===== config.mk =====
export PLATFORM = sky130hd
export DESIGN_NAME = vdp_output_fader_flat
export DESIGN_NICKNAME = d
export VERILOG_FILES = /design/src/rtl/vdp_output_fader_if.sv /design/src/rtl/vdp_output_fader.sv /design/src/flat_wrapper.sv
export SDC_FILE = /design/constraint.sdc
export NUM_CORES = 1
export LEC_CHECK = 0
export BUFFER_PORTS_ARGS = -buffer_cell sky130_fd_sc_hd__buf_2
export CAP_MARGIN = 20
export CORE_ASPECT_RATIO = 1.4
export CORE_MARGIN = 2
export CORE_UTILIZATION = 31
export CTS_CLUSTER_DIAMETER = 50
export DETAILED_ROUTE_END_ITERATION = 6
export SLEW_MARGIN = 20
export SYNTH_ARGS = -nofsm -noshare
export SYNTH_HDL_FRONTEND = slang
export SYNTH_SLANG_ARGS = --single-unit

===== constraint.sdc =====
create_clock -name clk -period 10.2 [get_ports clk]
set_input_delay 2.04 -clock clk [delete_from_list [all_inputs] [get_ports clk]]
set_output_delay 2.04 -clock clk [all_outputs]
set_load 0.005 [all_outputs]

===== src/rtl/vdp_output_fader_if.sv =====
// Pixel/timing/fade bundle for the final VDP output fader.
// slave = fader side, master = upstream blender/controller side.
interface vdp_output_fader_if;
    logic [11:0] color_in;
    logic        hsync_in;
    logic        vsync_in;
    logic        de_in;
    logic        fade_start;
    logic        fade_dir;
    logic [4:0]  level;
    logic        fade_busy;
    logic        fade_done;
    logic [3:0]  r_out;
    logic [3:0]  g_out;
    logic [3:0]  b_out;
    logic        hsync_out;
    logic        vsync_out;
    logic        de_out;

    modport slave (
        input  color_in, hsync_in, vsync_in, de_in,
        input  fade_start, fade_dir,
        output level, fade_busy, fade_done,
        output r_out, g_out, b_out,
        output hsync_out, vsync_out, de_out
    );

    modport master (
        output color_in, hsync_in, vsync_in, de_in,
        output fade_start, fade_dir,
        input  level, fade_busy, fade_done,
        input  r_out, g_out, b_out,
        input  hsync_out, vsync_out, de_out
    );
endinterface


===== src/rtl/vdp_output_fader.sv =====
// Final VDP stage: sync alignment, master brightness, frame-paced fader.
// Define VDP_OUTPUT_DITHER_EN for 2x2 ordered dither instead of truncation.
module vdp_output_fader #(
    parameter int SYNC_DELAY       = 4,
    parameter int FADE_STEP_FRAMES = 2,
    parameter int RESET_LEVEL      = 16
) (
    input logic          clk,
    input logic          reset_n,
    vdp_output_fader_if.slave bus
);
    typedef enum logic [1:0] {IDLE, FADE_IN, FADE_OUT} state_t;

    localparam logic [7:0] STEP = 8'(FADE_STEP_FRAMES);
    localparam logic [4:0] LVL0 = 5'(RESET_LEVEL);

    state_t      state, state_n;
    logic [7:0]  cnt, cnt_n;
    logic [4:0]  lvl, lvl_n;
    logic        done_n;
    logic        vs_prev;
    logic        vs_edge;
    logic [2:0]  tim_sr [SYNC_DELAY];
    logic        a_hs, a_vs, a_de;

    assign vs_edge = bus.vsync_in & ~vs_prev;
    assign a_hs    = tim_sr[SYNC_DELAY-1][2];
    assign a_vs    = tim_sr[SYNC_DELAY-1][1];
    assign a_de    = tim_sr[SYNC_DELAY-1][0];
    assign bus.level = lvl;

    // Timing shift register aligning raw sync with the blender pipeline.
    always_ff @(posedge clk or negedge reset_n) begin
        if (!reset_n) begin
            for (int i = 0; i < SYNC_DELAY; i++) tim_sr[i] <= '0;
            vs_prev <= 1'b0;
        end else begin
            tim_sr[0] <= {bus.hsync_in, bus.vsync_in, bus.de_in};
            for (int i = 1; i < SYNC_DELAY; i++) tim_sr[i] <= tim_sr[i-1];
            vs_prev <= bus.vsync_in;
        end
    end

    // Fader state registers.
    always_ff @(posedge clk or negedge reset_n) begin
        if (!reset_n) begin
            state         <= IDLE;
            cnt           <= '0;
            lvl           <= LVL0;
            bus.fade_done <= 1'b0;
            bus.fade_busy <= 1'b0;
        end else begin
            state         <= state_n;
            cnt           <= cnt_n;
            lvl           <= lvl_n;
            bus.fade_done <= done_n;
            bus.fade_busy <= (state_n != IDLE);
        end
    end

    // Next state: a start strobe always wins over a same-cycle vsync edge.
    always_comb begin
        state_n = state;
        cnt_n   = cnt;
        lvl_n   = lvl;
        done_n  = 1'b0;
        if (bus.fade_start) begin
            cnt_n = '0;
            if ((bus.fade_dir && lvl == 5'd16) ||
                (!bus.fade_dir && lvl == 5'd0)) begin
                state_n = IDLE;
                done_n  = 1'b1;
            end else begin
                state_n = bus.fade_dir ? FADE_IN : FADE_OUT;
            end
        end else if (vs_edge && state != IDLE) begin
            if (cnt + 8'd1 >= STEP) begin
                cnt_n = '0;
                lvl_n = (state == FADE_IN) ? lvl + 5'd1 : lvl - 5'd1;
                if ((state == FADE_IN && lvl_n == 5'd16) ||
                    (state == FADE_OUT && lvl_n == 5'd0)) begin
                    state_n = IDLE;
                    done_n  = 1'b1;
                end
            end else begin
                cnt_n = cnt + 8'd1;
            end
        end
    end

    logic [7:0] pr_r, pr_g, pr_b;
    logic [3:0] o_r, o_g, o_b;

    assign pr_r = 8'(bus.color_in[11:8]) * 8'(lvl);
    assign pr_g = 8'(bus.color_in[7:4])  * 8'(lvl);
    assign pr_b = 8'(bus.color_in[3:0])  * 8'(lvl);

`ifdef VDP_OUTPUT_DITHER_EN
    logic       xp, yp, ad_prev, av_prev;
    logic [3:0] thr;

    // Screen-position parity for the 2x2 dither matrix.
    always_ff @(posedge clk or negedge reset_n) begin
        if (!reset_n) begin
            xp      <= 1'b0;
            yp      <= 1'b0;
            ad_prev <= 1'b0;
            av_prev <= 1'b0;
        end else begin
            xp      <= a_de ? ~xp : 1'b0;
            ad_prev <= a_de;
            av_prev <= a_vs;
            if (a_vs && !av_prev) yp <= 1'b0;
            else if (ad_prev && !a_de) yp <= ~yp;
        end
    end

    // Threshold lookup by (y,x).
    always_comb begin
        thr = 4'd0;
        unique case ({yp, xp})
            2'b00: thr = 4'd0;
            2'b01: thr = 4'd8;
            2'b10: thr = 4'd12;
            2'b11: thr = 4'd4;
        endcase
    end

    function automatic logic [3:0] dith(input logic [7:0] p,
                                        input logic [3:0] t);
        logic [8:0] s;
        s = {1'b0, p} + 9'(t);
        return (s[8:4] > 5'd15) ? 4'd15 : s[7:4];
    endfunction

    assign o_r = dith(pr_r, thr);
    assign o_g = dith(pr_g, thr);
    assign o_b = dith(pr_b, thr);
`else
    assign o_r = pr_r[7:4];
    assign o_g = pr_g[7:4];
    assign o_b = pr_b[7:4];
`endif

    // Output register: scaled colour blanked outside active video.
    always_ff @(posedge clk or negedge reset_n) begin
        if (!reset_n) begin
            bus.r_out     <= '0;
            bus.g_out     <= '0;
            bus.b_out     <= '0;
            bus.hsync_out <= 1'b0;
            bus.vsync_out <= 1'b0;
            bus.de_out    <= 1'b0;
        end else begin
            bus.r_out     <= a_de ? o_r : 4'd0;
            bus.g_out     <= a_de ? o_g : 4'd0;
            bus.b_out     <= a_de ? o_b : 4'd0;
            bus.hsync_out <= a_hs;
            bus.vsync_out <= a_vs;
            bus.de_out    <= a_de;
        end
    end
endmodule


===== src/flat_wrapper.sv =====
// flat-port wrapper written by rule: the top's interface ports become plain ports
module vdp_output_fader_flat 
#(
    parameter int SYNC_DELAY       = 4,
    parameter int FADE_STEP_FRAMES = 2,
    parameter int RESET_LEVEL      = 16
)
  (clk, reset_n, bus_color_in, bus_hsync_in, bus_vsync_in, bus_de_in, bus_fade_start, bus_fade_dir, bus_level, bus_fade_busy, bus_fade_done, bus_r_out, bus_g_out, bus_b_out, bus_hsync_out, bus_vsync_out, bus_de_out);
  vdp_output_fader_if bus_i ();
  input logic clk;
  input logic reset_n;
  input wire logic [$bits(bus_i.color_in)-1:0] bus_color_in;
  input wire logic [$bits(bus_i.hsync_in)-1:0] bus_hsync_in;
  input wire logic [$bits(bus_i.vsync_in)-1:0] bus_vsync_in;
  input wire logic [$bits(bus_i.de_in)-1:0] bus_de_in;
  input wire logic [$bits(bus_i.fade_start)-1:0] bus_fade_start;
  input wire logic [$bits(bus_i.fade_dir)-1:0] bus_fade_dir;
  output wire logic [$bits(bus_i.level)-1:0] bus_level;
  output wire logic [$bits(bus_i.fade_busy)-1:0] bus_fade_busy;
  output wire logic [$bits(bus_i.fade_done)-1:0] bus_fade_done;
  output wire logic [$bits(bus_i.r_out)-1:0] bus_r_out;
  output wire logic [$bits(bus_i.g_out)-1:0] bus_g_out;
  output wire logic [$bits(bus_i.b_out)-1:0] bus_b_out;
  output wire logic [$bits(bus_i.hsync_out)-1:0] bus_hsync_out;
  output wire logic [$bits(bus_i.vsync_out)-1:0] bus_vsync_out;
  output wire logic [$bits(bus_i.de_out)-1:0] bus_de_out;
  assign bus_i.color_in = bus_color_in;
  assign bus_i.hsync_in = bus_hsync_in;
  assign bus_i.vsync_in = bus_vsync_in;
  assign bus_i.de_in = bus_de_in;
  assign bus_i.fade_start = bus_fade_start;
  assign bus_i.fade_dir = bus_fade_dir;
  assign bus_level = bus_i.level;
  assign bus_fade_busy = bus_i.fade_busy;
  assign bus_fade_done = bus_i.fade_done;
  assign bus_r_out = bus_i.r_out;
  assign bus_g_out = bus_i.g_out;
  assign bus_b_out = bus_i.b_out;
  assign bus_hsync_out = bus_i.hsync_out;
  assign bus_vsync_out = bus_i.vsync_out;
  assign bus_de_out = bus_i.de_out;
  vdp_output_fader #(.SYNC_DELAY(SYNC_DELAY), .FADE_STEP_FRAMES(FADE_STEP_FRAMES), .RESET_LEVEL(RESET_LEVEL)) u_core (.clk(clk), .reset_n(reset_n), .bus(bus_i));
endmodule

==> results of run 1 <==
==> stage by stage <==
step	area [um2]	hold WS, ps	utilization	setup slack [ps]
6_report	3500	349	0.370	5680
2_1_floorplan	3010	331	-	5670
3_5_place_dp	3320	335	0.351	5350
5_1_grt	3500	354	0.370	5510
4_1_cts	3500	349	0.370	5660
3_3_place_gp	3320	331	0.351	5430
==> layout by cell type, fill, tap and decap left out, drive strengths merged, types with 2 or more instances in the layout <==
master,synthesis,final
a21o,2,2
a21oi,15,15
a221o,3,3
a31oi,4,4
and2,34,34
and3,4,4
and3b,3,3
and4,4,4
buf,1,40
clkbuf,6,6
dfrtp,43,43
fa,16,16
ha,33,33
inv,20,20
mux2,2,2
nand2,36,36
nand2b,4,4
nand3,9,9
nor2,3,3
nor2b,2,2
nor4,3,3
o31ai,2,2
xnor2,21,21
xor2,4,4
==> registers in the layout, summed over array words and instances (netlist names), 2 cells and up <==
signal and count:
u_core.bus.r_out 4, u_core.bus.b_out 4, u_core.cnt 8, u_core.tim_sr 9, u_core.bus.level 5, u_core.state 2, u_core.bus.g_out 4
==> worst max path at each step <==
| stage | endpoint | slack [ps] | cells after the start |
|---|---|---|---|
| 2_1_floorplan | u_core.bus.g_out[2]$_DFF_PN0_ | 5670 | 10 |
| 6_report | u_core.bus.r_out[2]$_DFF_PN0_ | 5680 | 11 |
| 3_5_place_dp | u_core.bus.r_out[2]$_DFF_PN0_ | 5350 | 11 |
| 4_1_cts | u_core.bus.r_out[2]$_DFF_PN0_ | 5660 | 11 |
| 5_1_grt | u_core.bus.r_out[2]$_DFF_PN0_ | 5510 | 11 |
| 3_3_place_gp | u_core.bus.r_out[2]$_DFF_PN0_ | 5430 | 11 |
==> cell usage after synthesis, drive strengths merged <==
cell type and instances:
dfrtp 43, nand2 36, and2 34, ha 33, xnor2 21, inv 20
fa 16, a21oi 15, nand3 9, clkbuf 6, a31oi 4, and3 4
and4 4, nand2b 4, xor2 4, a221o 3, and3b 3, nor2 3
nor4 3, a21o 2, mux2 2, nor2b 2, o31ai 2, a311oi 1
buf 1, dfstp 1, mux2i 1, nand3b 1, nand4 1, nor3 1
nor4b 1, o21ai 1, or3b 1
==> final cells by class <==
class | instances | area [um2]
fill | 945 | 5960
multi-input combinational | 212 | 1810
sequential | 44 | 1100
timing repair buffer | 40 | 203
clock buffer | 6 | 139
tap | 110 | 138
inverter | 20 | 75.1
clock inverter | 2 | 38.8
==> where the power goes <==
part	switching (W)	internal, W	leakage, nW
sequential	0.0000627	0.000212	0.552
combinational	0.000244	0.000240	1.13
clock	0.0000681	0.000123	0.0871
==> per-layer routing <==
metal,vias up,global-route usage,wire length [um]
li1,1021,-,-
met1,1035,0.132,2320
met3,5,0.0334,301
met2,40,0.216,3010
met5,-,0,0
met4,0,0.0346,63
==> cell families after synthesis <==
group,count (synthesis)
buffers and inverters,27
DFF,44
muxes,3
AOI/OAI and AO/OA,28
adders and majority gates,49
xor gates and xnor gates,25
and+or+nand+nor,107
==> worst max-delay path: stages <==
cell     delay, ps
buf_2          120
nand2_1         80
fa_1           540
fa_1           550
inv_1           40
ha_1           320
and3_1         190
a221o_1        360
a21oi_1        200
xnor2_1         80
and2_1         160
==> flow_metrics.env, run 1 <==
export IMPL_status="completed"
export IMPL_clock_skew_ps=4.47
export IMPL_row_count=42
export IMPL_start_kind="primary input"
export IMPL_fin_nets=391
export IMPL_cap_violations=0
export IMPL_core_mm2=0.00946
export IMPL_synth_compound_area_share=0.0665
export IMPL_gp_congestion=0.763
export IMPL_drt_iter0_markers=44
export IMPL_htreeDepth=2
export IMPL_rrSetupSlack_ps=6690
export IMPL_cts_buffers=5
export IMPL_cts_setup_buffers=0
export IMPL_syn_nets=351
export IMPL_cp_end_kind="register"
export IMPL_cts_max_path_buffers=2
export IMPL_hold_path_class="reg -> reg"
export IMPL_ctsHoldBuffers=0
export IMPL_finalPower_w=0.000950
export IMPL_syn_cell_area_mm2=0.00301
export IMPL_synthAdderAreaFrac=0.244
export IMPL_timing_fmax_ghz=0.221
export IMPL_antenna_cells=0
export IMPL_synth_xor_area_share=0.0728
export IMPL_layout_drive_gt1_share=0.173
export IMPL_yosysTopAreaCellShare=0.358
export IMPL_vias=2101
export IMPL_io_pins=41
export IMPL_required_ps=10370
export IMPL_rsz0062_at_grt="no"
export IMPL_grt_max_degree=45
export IMPL_buffer_ports_inserted=40
export IMPL_fin_crit_sh=0.443
export IMPL_crit_type="in -> reg"
export IMPL_syn_avg_cell_area_um2=10.6
export IMPL_ys_ff_latch=44
export IMPL_die_x_um=87.3
export IMPL_leakage_nw=1.77
export IMPL_finalSetupTns_ps=0
export IMPL_hold_viol_final=0
export IMPL_hp_start="u_core.tim_sr[3]$_DFF_PN0_"
export IMPL_critPathLaunch="bus_color_in[11]"
export IMPL_synth_simple_area_share=0.204
export IMPL_syn_inst=283
export IMPL_synth_top_family_by_area="adder cells"
export IMPL_p_per_area_mw_per_mm2=271
export IMPL_r2r_end="u_core.bus.r_out[2]$_DFF_PN0_"
export IMPL_ir_drop_v=0.0000951
export IMPL_min_path_cells=0
export IMPL_yosysTopAreaCell="dfrtp_1"
export IMPL_holdPathEnd="u_core.a_de$_DFF_PN0_"
export IMPL_wl_um=5700
export IMPL_clock_root_buffer="clkbuf_16"
export IMPL_start_util=0.318
export IMPL_die_h_um=121
export IMPL_synth_area_leaders="dfrtp_1 36%, ha_1 14%, fa_1 11%, and2_1 7.1%, xnor2_1 6.1%"
export IMPL_r2r_cells=10
export IMPL_grt_ovfl_total=0
export IMPL_via_per_inst=4.84
export IMPL_final_antenna_net_count=0
export IMPL_drc_errors=0
export IMPL_dieArea_mm2=0.0105
export IMPL_grt_pass1_vias=2233
export IMPL_wl_per_cell_um=13.1
export IMPL_slew_violations=0
export IMPL_tightest_slew_ps=671
export IMPL_clk_latency_ps=280
export IMPL_muxShareOfSynthArea=0.0133
export IMPL_ys_types=36
export IMPL_ys_seq_area_frac=0.366
export IMPL_worstReg2RegStart="u_core.bus.level[1]$_DFFE_PN0P_"
export IMPL_setup_violations=0
export IMPL_clkTransAtPathRegs_ps=60
export IMPL_firstDrtPassIters=4
export IMPL_areaGrowthSynthToFinish_pct=16.3
export IMPL_dp_cells=426
export IMPL_antenna_found_initial=0
export IMPL_worstPathArrival_ps=4690
export IMPL_hpwlAfterDp_um=4280
export IMPL_grt_pass1_wl_um=9990
export IMPL_path_max_fanout=5
export IMPL_clock_sinks=44
export IMPL_cts_resized=0
export IMPL_cts_tree="built"
export IMPL_finalNonFillerCells=434
export IMPL_grtUsageTotal=0.119
export IMPL_yosys_warnings=0
export IMPL_slew_headroom=0.553
export IMPL_final_min_clock_period_ps=4520
Note: power is estimated with default switching activity, not from simulation.
==> run 2, diff against run 1 <==
Clock period 10.2 ns to 4.3 ns, I/O delays scaled along.
==> flow_metrics.env, run 2 (synthesis gave the netlist of run 1 again) <==
export IMPL_final_common_cell="dfrtp_1"
export IMPL_start_util=0.318
export IMPL_grt_ovfl_total=0
export IMPL_fillCellCount=956
export IMPL_grt_max_degree=45
export IMPL_dieArea_mm2=0.0105
export IMPL_fin_nets=391
export IMPL_row_count=42
export IMPL_slew_headroom=0.557
export IMPL_p_switching_w=0.000874
export IMPL_start_kind="register"
export IMPL_swShare=0.406
export IMPL_path_cells="nand2_1 > fa_1 > fa_1 > inv_1 > ha_1 > and3_1 > a221o_1 > a21oi_1 > xnor2_1 > and2_1"
export IMPL_largest_reg_flops=9
export IMPL_p_comb_frac=0.529
export IMPL_finalSetupTns_ps=0
export IMPL_clkTransAtPathRegs_ps=60
export IMPL_ir_drop_v=0.000251
export IMPL_die_h_um=121
export IMPL_wl_per_cell_um=13.0
export IMPL_path_common_cell="fa_1"
export IMPL_clock_sinks=44
export IMPL_rrSetupSlack_ps=820
export IMPL_detailed_place_area_mm2=0.00332
export IMPL_cts_buffers=5
export IMPL_final_cell_mix="43 x dfrtp_1, 39 x buf_2, 36 x nand2_1, 34 x and2_1, 33 x ha_1"
export IMPL_clk_latency_ps=280
export IMPL_antenna_found_initial=0
export IMPL_io_pins=41
export IMPL_wl_um=5650
export IMPL_cts_max_path_buffers=2
export IMPL_via_per_inst=4.86
export IMPL_grtUsageTotal=0.118
export IMPL_cap_violations=0
export IMPL_htreeDepth=2
export IMPL_worstPathArrival_ps=3650
export IMPL_largest_register="u_core.tim_sr"
export IMPL_slew_violations=0
export IMPL_rsz0062_at_grt="no"
export IMPL_areaGrowthSynthToFinish_pct=15.0
export IMPL_drt_iter0_markers=50
export IMPL_required_ps=4470
export IMPL_clkPwrFrac=0.169
export IMPL_final_area_mm2=0.00346
export IMPL_cts_tree="built"
export IMPL_hold_viol_final=0
export IMPL_ctsHoldBuffers=0
export IMPL_final_antenna_net_count=0
export IMPL_slowest_stage="dfrtp_1"
export IMPL_cp_end_kind="register"
export IMPL_drc_errors=0
export IMPL_cp_top_family="adder cells"
export IMPL_grt_pass1_vias=2217
export IMPL_setup_violations=0
export IMPL_hpwlAfterDp_um=4280
export IMPL_leakage_nw=1.75
export IMPL_p_per_area_mw_per_mm2=622
export IMPL_p_int_w=0.00128
export IMPL_status="completed"
export IMPL_dp_cells=426
export IMPL_fin_crit_sh=0.810
export IMPL_finalNonFillerCells=433
export IMPL_clock_root_buffer="clkbuf_16"
export IMPL_antenna_cells=0
export IMPL_buffer_ports_inserted=40
export IMPL_hold_path_class="reg -> reg"
export IMPL_vias=2105
export IMPL_path_max_fanout=20
export IMPL_cts_resized=0
export IMPL_firstDrtPassIters=4
export IMPL_core_mm2=0.00946
export IMPL_timing_fmax_ghz=0.287
export IMPL_gp_congestion=0.762
export IMPL_cts_setup_buffers=0
export IMPL_critical_path_max_stage_delay_ps=760
export IMPL_tightest_slew_ps=665
export IMPL_final_min_clock_period_ps=3480
export IMPL_clock_skew_ps=5.40
export IMPL_grt_pass1_wl_um=10000
export IMPL_die_x_um=87.3
export IMPL_cp_buffers_inverters=1
export IMPL_crit_type="reg -> reg"
export IMPL_layout_drive_gt1_share=0.170
export IMPL_seqPwrFrac=0.302
[run 2: cell types whose count changed in the layout (fill, tap and decap cells not counted), sizes merged]
cell	previous run	this run
bufinv	1	0
clkbuf	6	5
clkinvlp	0	1
[run 2: cell type report]
cell class	count	area (um2)	area share
Multi-Input combinational cell	212	1810	0.522
Sequential cell	44	1100	0.319
Timing Repair Buffer	40	203	0.0586
Tap cell	110	138	0.0398
Clock buffer	5	125	0.0362
Inverter	20	75.1	0.0217
Clock inverter	2	12.5	0.00362
[run 2: stage by stage]
stage / hold slack (ps) / utilization / power, W / setup WS (ps)
floorplan: 331 / - / 0.00152 / 953
global placement: 331 / 0.351 / 0.00179 / 714
detailed placement: 335 / 0.351 / 0.00182 / 655
CTS: 350 / 0.366 / 0.00220 / 785
global route: 354 / 0.366 / 0.00241 / 569
finish: 345 / 0.366 / 0.00215 / 817
[run 2: per-layer routing]
| metal | GRT usage | wire (um) | up-vias |
|---|---|---|---|
| met1 | 0.137 | 2340 | 1039 |
| met5 | 0 | 0 | - |
| li1 | - | - | 1019 |
| met4 | 0.0423 | 106 | 0 |
| met3 | 0.0253 | 230 | 10 |
| met2 | 0.210 | 2970 | 37 |
[run 2: path summary, 6_finish.rpt]
check | cells after the start | from | endpoint
max in group asynchronous | 1 | reset_n | u_core.cnt[2]$_DFFE_PN0P_
max | 10 | u_core.bus.level[1]$_DFFE_PN0P_ | u_core.bus.r_out[2]$_DFF_PN0_
max reg2reg | 10 | u_core.bus.level[1]$_DFFE_PN0P_ | u_core.bus.r_out[2]$_DFF_PN0_
min reg2reg | 0 | u_core.tim_sr[3]$_DFF_PN0_ | u_core.a_de$_DFF_PN0_
min | 0 | u_core.tim_sr[3]$_DFF_PN0_ | u_core.a_de$_DFF_PN0_
min in group asynchronous | 1 | reset_n | u_core.bus.hsync_out$_DFF_PN0_
[run 2: power groups by stage]
stage | Sequential [W] | Clock (W) | Combinational (W)
CTS | 0.000656 | 0.000379 | 0.00117
detailed placement | 0.000664 | 0 | 0.00116
finish | 0.000651 | 0.000363 | 0.00114
global placement | 0.000665 | 0 | 0.00112
floorplan | 0.000584 | 0 | 0.000940
global route | 0.000675 | 0.000398 | 0.00134
[run 2: worst register-to-register path: stages, from the launching register on]
cell and delay [ps]:
dfrtp_1 760, nand2_1 180, fa_1 540, fa_1 540, inv_1 40, ha_1 320
and3_1 190, a221o_1 360, a21oi_1 200, xnor2_1 80, and2_1 150
